### src/rtl/fill_rect_gen_engine.sv
// Fill-rect pixel generator: clips one rectangle command to the screen and streams
// one frame-buffer write per pixel in raster order to the memory arbiter.
//
//  state | meaning
//  IDLE  | ready for a command (cmd_rtr high), latch fields on accept
//  CALC  | clip to screen, detect null rectangle, set up first address
//  GEN   | present one pixel write per cycle, advance on arbiter accept
//  DONE  | one-cycle completion pulse, then back to IDLE
module fill_rect_gen_engine #(
    parameter int SCR_W  = 640,
    parameter int SCR_H  = 480,
    parameter int ADDR_W = 19
) (
    input  logic              i_clk,
    input  logic              i_rst,
    input  logic              i_cmd_rts,
    output logic              o_cmd_rtr,
    input  logic [15:0]       i_cmd_data_origx,
    input  logic [15:0]       i_cmd_data_origy,
    input  logic [15:0]       i_cmd_data_wid,
    input  logic [15:0]       i_cmd_data_hgt,
    input  logic [3:0]        i_cmd_data_rval,
    input  logic [3:0]        i_cmd_data_gval,
    input  logic [3:0]        i_cmd_data_bval,
    output logic [3:0]        o_fill_rect_gen_eng_state,
    output logic              o_arb_rts,
    input  logic              i_arb_rtr,
    output logic [ADDR_W-1:0] o_arb_addr,
    output logic [11:0]       o_arb_data,
    output logic              o_fill_rect_done
);

    typedef enum logic [3:0] {
        S_IDLE = 4'd0,
        S_CALC = 4'd1,
        S_GEN  = 4'd2,
        S_DONE = 4'd3
    } state_t;

    localparam logic [16:0]       SCR_W17 = 17'(SCR_W);
    localparam logic [16:0]       SCR_H17 = 17'(SCR_H);
    localparam logic [ADDR_W-1:0] SCR_W_A = ADDR_W'(SCR_W);

    state_t              r_state;
    logic [15:0]         r_origx, r_origy, r_wid, r_hgt;
    logic [15:0]         r_x, r_y;
    logic [16:0]         r_x_end, r_y_end;
    logic [ADDR_W-1:0]   r_row_base;
    logic [ADDR_W-1:0]   r_arb_addr;
    logic [11:0]         r_arb_data;
    logic                r_arb_rts;
    logic                r_done;

    logic                w_cmd_xfc, w_arb_xfc, w_null;
    logic [16:0]         w_x_sum, w_y_sum, w_x_end, w_y_end, w_x_nxt, w_y_nxt;
    logic [ADDR_W-1:0]   w_row_base0;

    assign w_cmd_xfc = i_cmd_rts & o_cmd_rtr;
    assign w_arb_xfc = r_arb_rts & i_arb_rtr;

    // 17-bit sums so a huge origin+size never wraps back onto the screen
    assign w_x_sum = {1'b0, r_origx} + {1'b0, r_wid};
    assign w_y_sum = {1'b0, r_origy} + {1'b0, r_hgt};
    assign w_x_end = (w_x_sum > SCR_W17) ? SCR_W17 : w_x_sum;
    assign w_y_end = (w_y_sum > SCR_H17) ? SCR_H17 : w_y_sum;
    assign w_null  = (r_wid == 16'd0) | (r_hgt == 16'd0) |
                     ({1'b0, r_origx} >= SCR_W17) | ({1'b0, r_origy} >= SCR_H17);

    assign w_row_base0 = ADDR_W'(r_origy) * SCR_W_A;
    assign w_x_nxt     = {1'b0, r_x} + 17'd1;
    assign w_y_nxt     = {1'b0, r_y} + 17'd1;

    always_ff @(posedge i_clk) begin
        if (i_rst) begin
            r_state    <= S_IDLE;
            r_origx    <= '0;
            r_origy    <= '0;
            r_wid      <= '0;
            r_hgt      <= '0;
            r_x        <= '0;
            r_y        <= '0;
            r_x_end    <= '0;
            r_y_end    <= '0;
            r_row_base <= '0;
            r_arb_addr <= '0;
            r_arb_data <= '0;
            r_arb_rts  <= 1'b0;
            r_done     <= 1'b0;
        end else begin
            r_done <= 1'b0;
            case (r_state)
                S_IDLE: begin
                    if (w_cmd_xfc) begin
                        r_origx    <= i_cmd_data_origx;
                        r_origy    <= i_cmd_data_origy;
                        r_wid      <= i_cmd_data_wid;
                        r_hgt      <= i_cmd_data_hgt;
                        r_arb_data <= {i_cmd_data_rval, i_cmd_data_gval, i_cmd_data_bval};
                        r_state    <= S_CALC;
                    end
                end
                S_CALC: begin
                    r_x_end <= w_x_end;
                    r_y_end <= w_y_end;
                    if (w_null) begin
                        r_done  <= 1'b1;
                        r_state <= S_DONE;
                    end else begin
                        r_row_base <= w_row_base0;
                        r_x        <= r_origx;
                        r_y        <= r_origy;
                        r_arb_addr <= w_row_base0 + ADDR_W'(r_origx);
                        r_arb_rts  <= 1'b1;
                        r_state    <= S_GEN;
                    end
                end
                S_GEN: begin
                    if (w_arb_xfc) begin
                        if (w_x_nxt < r_x_end) begin
                            r_x        <= r_x + 16'd1;
                            r_arb_addr <= r_arb_addr + 1'b1;
                        end else if (w_y_nxt < r_y_end) begin
                            r_y        <= r_y + 16'd1;
                            r_x        <= r_origx;
                            r_row_base <= r_row_base + SCR_W_A;
                            r_arb_addr <= r_row_base + SCR_W_A + ADDR_W'(r_origx);
                        end else begin
                            r_arb_rts <= 1'b0;
                            r_done    <= 1'b1;
                            r_state   <= S_DONE;
                        end
                    end
                end
                S_DONE:  r_state <= S_IDLE;
                default: r_state <= S_IDLE;
            endcase
        end
    end

    assign o_cmd_rtr                 = (r_state == S_IDLE) & ~i_rst;
    assign o_fill_rect_gen_eng_state = r_state;
    assign o_arb_rts                 = r_arb_rts;
    assign o_arb_addr                = r_arb_addr;
    assign o_arb_data                = r_arb_data;
    assign o_fill_rect_done          = r_done;

endmodule

### config.mk
export PLATFORM = sky130hd
export DESIGN_NAME = fill_rect_gen_engine
export DESIGN_NICKNAME = d
export VERILOG_FILES = /design/src/rtl/fill_rect_gen_engine.sv
export SDC_FILE = /design/constraint.sdc
export NUM_CORES = 1
export LEC_CHECK = 0
export ABC_AREA = 1
export CORE_UTILIZATION = 50
export DETAILED_ROUTE_END_ITERATION = 10
export GPL_TIMING_DRIVEN = 0
export PLACE_DENSITY_LB_ADDON = 0.15
export SYNTH_ARGS = -nofsm -noshare
export SYNTH_HDL_FRONTEND = slang
export SYNTH_SLANG_ARGS = --single-unit
### constraint.sdc
create_clock -name i_clk -period 3.8 [get_ports i_clk]
set_input_delay 0.76 -clock i_clk [delete_from_list [all_inputs] [get_ports i_clk]]
set_output_delay 0.76 -clock i_clk [all_outputs]
set_load 0.01 [all_outputs]
==> run summary <==
TritonCTS clock tree - done
fin crit period - 3.58 ns
commonest non-fill, non-tap cells in the layout - nand2_1 (679), inv_1 (259), nor2_1 (235)
Seq pwr share - 26.1%
outcome - completed
share of post-route cells with drive strength above 1 - 4.61%
Synth Instances - 2109
initial antenna violation count - 0
critical path arrival - 3.93 ns
DR WL/cell - 15.7 um
Nets - 2435
die area - 26700 um2
R2R depth - 20
Cell variety after synth - 44
CP startpoint - r_x[0]
CP Max Fanout - 10
Lkg Pwr - 7.43 nW
Routed WL - 40600 um
Setup-failing EPs final - 0
area share of the largest cell type after synthesis - 27.2%
mean post-synth cell area - 6.18 um2
Comb pwr share - 57.0%
leading area contributor after synthesis - dfxtp_1
vias in the first global route - 12.6k
GRT Total Usage - 30.8%
reg2reg end - o_arb_addr[0]
PortBufs - 114
Die Ht - 164 um
synthesized flop and latch total - 177
Placer Congestion - 0.964
Initial DRT Pass Iterations - 6
Final Cycle Share - 94.3%
Max Clk Rate - 0.279 GHz
Starting Density - 51.3%
post-synthesis sequential area ratio - 27.2%
largest cells by area after synthesis - dfxtp_1 (27%), nand2_1 (20%), ha_1 (10%)
routed vias - 13.6k
final worst slack - 0.215 ns
Mapped Area - 13000 um2
Yosys warnings - 0
pin count of the biggest net entering global routing - 19
max_cap viols - 0
most common cell after layout, fill and taps aside - nand2_1
Layout Skew - 0.0137 ns
Hold Crit Class - register to register
CTS Sinks - 177
critical path type - register to register
final hold vios - 0
clock power share - 16.9%
GRT Residual Overflow - 0
reg2reg setup slack - 0.22 ns
crit path to - o_arb_addr[0]
Crit path required time - 4.15 ns
Startpoint Class - register
Final Max Slew Viols - 0
Int Pwr - 5.48 mW
post-DP HPWL - 32700 um
DRC viols - 0
Final TNS setup - 0 ns
headroom to the max-slew limit - 32.6%
crit end category - register
Root Driver - clkbuf_16
cts hold-fix bufs - 0
CTS buffer count - 17
I/O pins - 118
antenna cells - 0
antenna-violating nets left - 0
htree depth - 4
reg2reg start - r_x[0]
PD cells - 713 nW/um2
num rows - 58
core area - 25400 um2
Max clock buf depth - 2
Initial DRC Count - 1064
Switching Fraction - 49.6%
CTS clock-pin slew for the worst setup and hold paths - 0.08 ns
Syn-to-layout area delta - 16.9%
peak supply drop - 0.460 mV
first-pass GRT wire length - 63700 um
pre-CTS WS - 0.214 ns
clk_lat worst skew - 0.45 ns
DIE WIDTH - 164 um
vias per cell - 5.27
sw power - 5.39 mW
Least-Margin Pin Slew - 1.01 ns
==> state kept, by name (all words and copies together) (netlist names), 16 cells and up <==
register / flops
o_arb_addr: 19
r_hgt: 16
r_origx: 16
r_origy: 16
r_wid: 16
r_x: 16
r_x_end: 17
r_y: 16
r_y_end: 17
==> synth_stat cells (all sizes together) <==
cell,number
nand2,683
a21oi,122
nand3,149
clkbuf,31
xor2,38
nor2,245
a21o,2
xnor2,20
inv,266
o21ai,133
fa,4
or2,6
dfxtp,177
and3,2
ha,107
nand4,36
nor3,18
buf,36
a31oi,1
o21a,4
and2,11
nand3b,10
o22ai,1
conb,1
o211ai,1
o21bai,5
==> critical path, stage by stage, from the launching register on <==
cell and delay, ns:
dfxtp_1 0.39, ha_1 0.21, nand2_1 0.07, nor2_2 0.12, nand3_1 0.18, nor2_2 0.18
nand3_1 0.12, nor3_1 0.21, nand2_1 0.07, nor2_1 0.11, ha_1 0.15, nand2_1 0.07
nor2_1 0.17, nand2_1 0.13, nor2_1 0.12, nand2_1 0.14, nand4_4 0.17, clkbuf_1 0.41
o21ai_0 0.20, o21ai_0 0.20, nor2_1 0.05
==> worst min-delay path by stage <==
| stage | end | cells past startpoint | startpoint | slack [ns] |
|---|---|---|---|---|
| floorplan | r_x_end[10] | 2 | r_x_end[10] | 0.42 |
| global placement | r_x_end[12] | 2 | r_x_end[12] | 0.43 |
| detailed placement | r_x_end[10] | 2 | r_x_end[10] | 0.44 |
| CTS | r_x_end[10] | 2 | r_x_end[10] | 0.45 |
| global route | r_y_end[10] | 2 | r_y_end[10] | 0.46 |
| finish | r_x_end[10] | 2 | r_x_end[10] | 0.44 |
==> per-layer routing <==
layer	up-vias	global-route usage, %	routed length, um
met5	-	0	0
met4	0	10.1	1060
met3	64	5.87	3130
met2	449	51.4	18500
met1	6141	39.7	17900
li1	6969	-	-
==> per-stage QoR <==
stage          instance area, um2  util (%)  total power, mW  cells  hold WS, ns
6_report                    15200      60.0             10.9   2587        0.443
3_3_place_gp                14600      57.5             8.74   2554        0.433
2_1_floorplan               13000         -             6.94   2110        0.422
5_1_grt                     15200      60.0             11.8   2587        0.464
4_1_cts                     15200      59.9             10.7   2586        0.448
3_5_place_dp                14600      57.5             8.83   2554        0.437
==> power groups by stage <==
stage,sequential [mW],combinational [mW],clock (mW)
after floorplan,2.73,4.20,0
after global placement,2.85,5.89,0
after detailed placement,2.86,5.97,0
after CTS,2.82,6.01,1.85
after global routing,2.88,6.94,1.94
final,2.83,6.20,1.83
==> layout make-up <==
cell class,instances,area [um2]
Tap cell,330,413
Clock buffer,18,439
Inverter,266,1000
Sequential cell,177,3540
Buffer,67,325
Clock inverter,14,163
Multi-Input combinational cell,1600,8210
Timing Repair Buffer,115,1150
Fill cell,2597,10200
==> what timing repair did <==
action                                  in CTS  in global routing
hold endpoints to repair                     0                  0
setup buffers                                0                  1
endpoints found under the setup margin       0                 61
gates resized for setup                      0                  8
==> logic make-up (layout without fill, tap and decap cells) <==
logic type      after synthesis  count (layout)  synth area share (%)
xor+xnor                     58              58                  3.89
flops                       177             177                  27.2
buf+inv                     333             480                  10.2
compound gates              269             269                  10.9
fa+ha+maj                   111             111                  10.9
simple gates               1160            1160                  37.0
other cells                   1               2                0.0288
No activity file was read; power rests on OpenSTA's default activity.
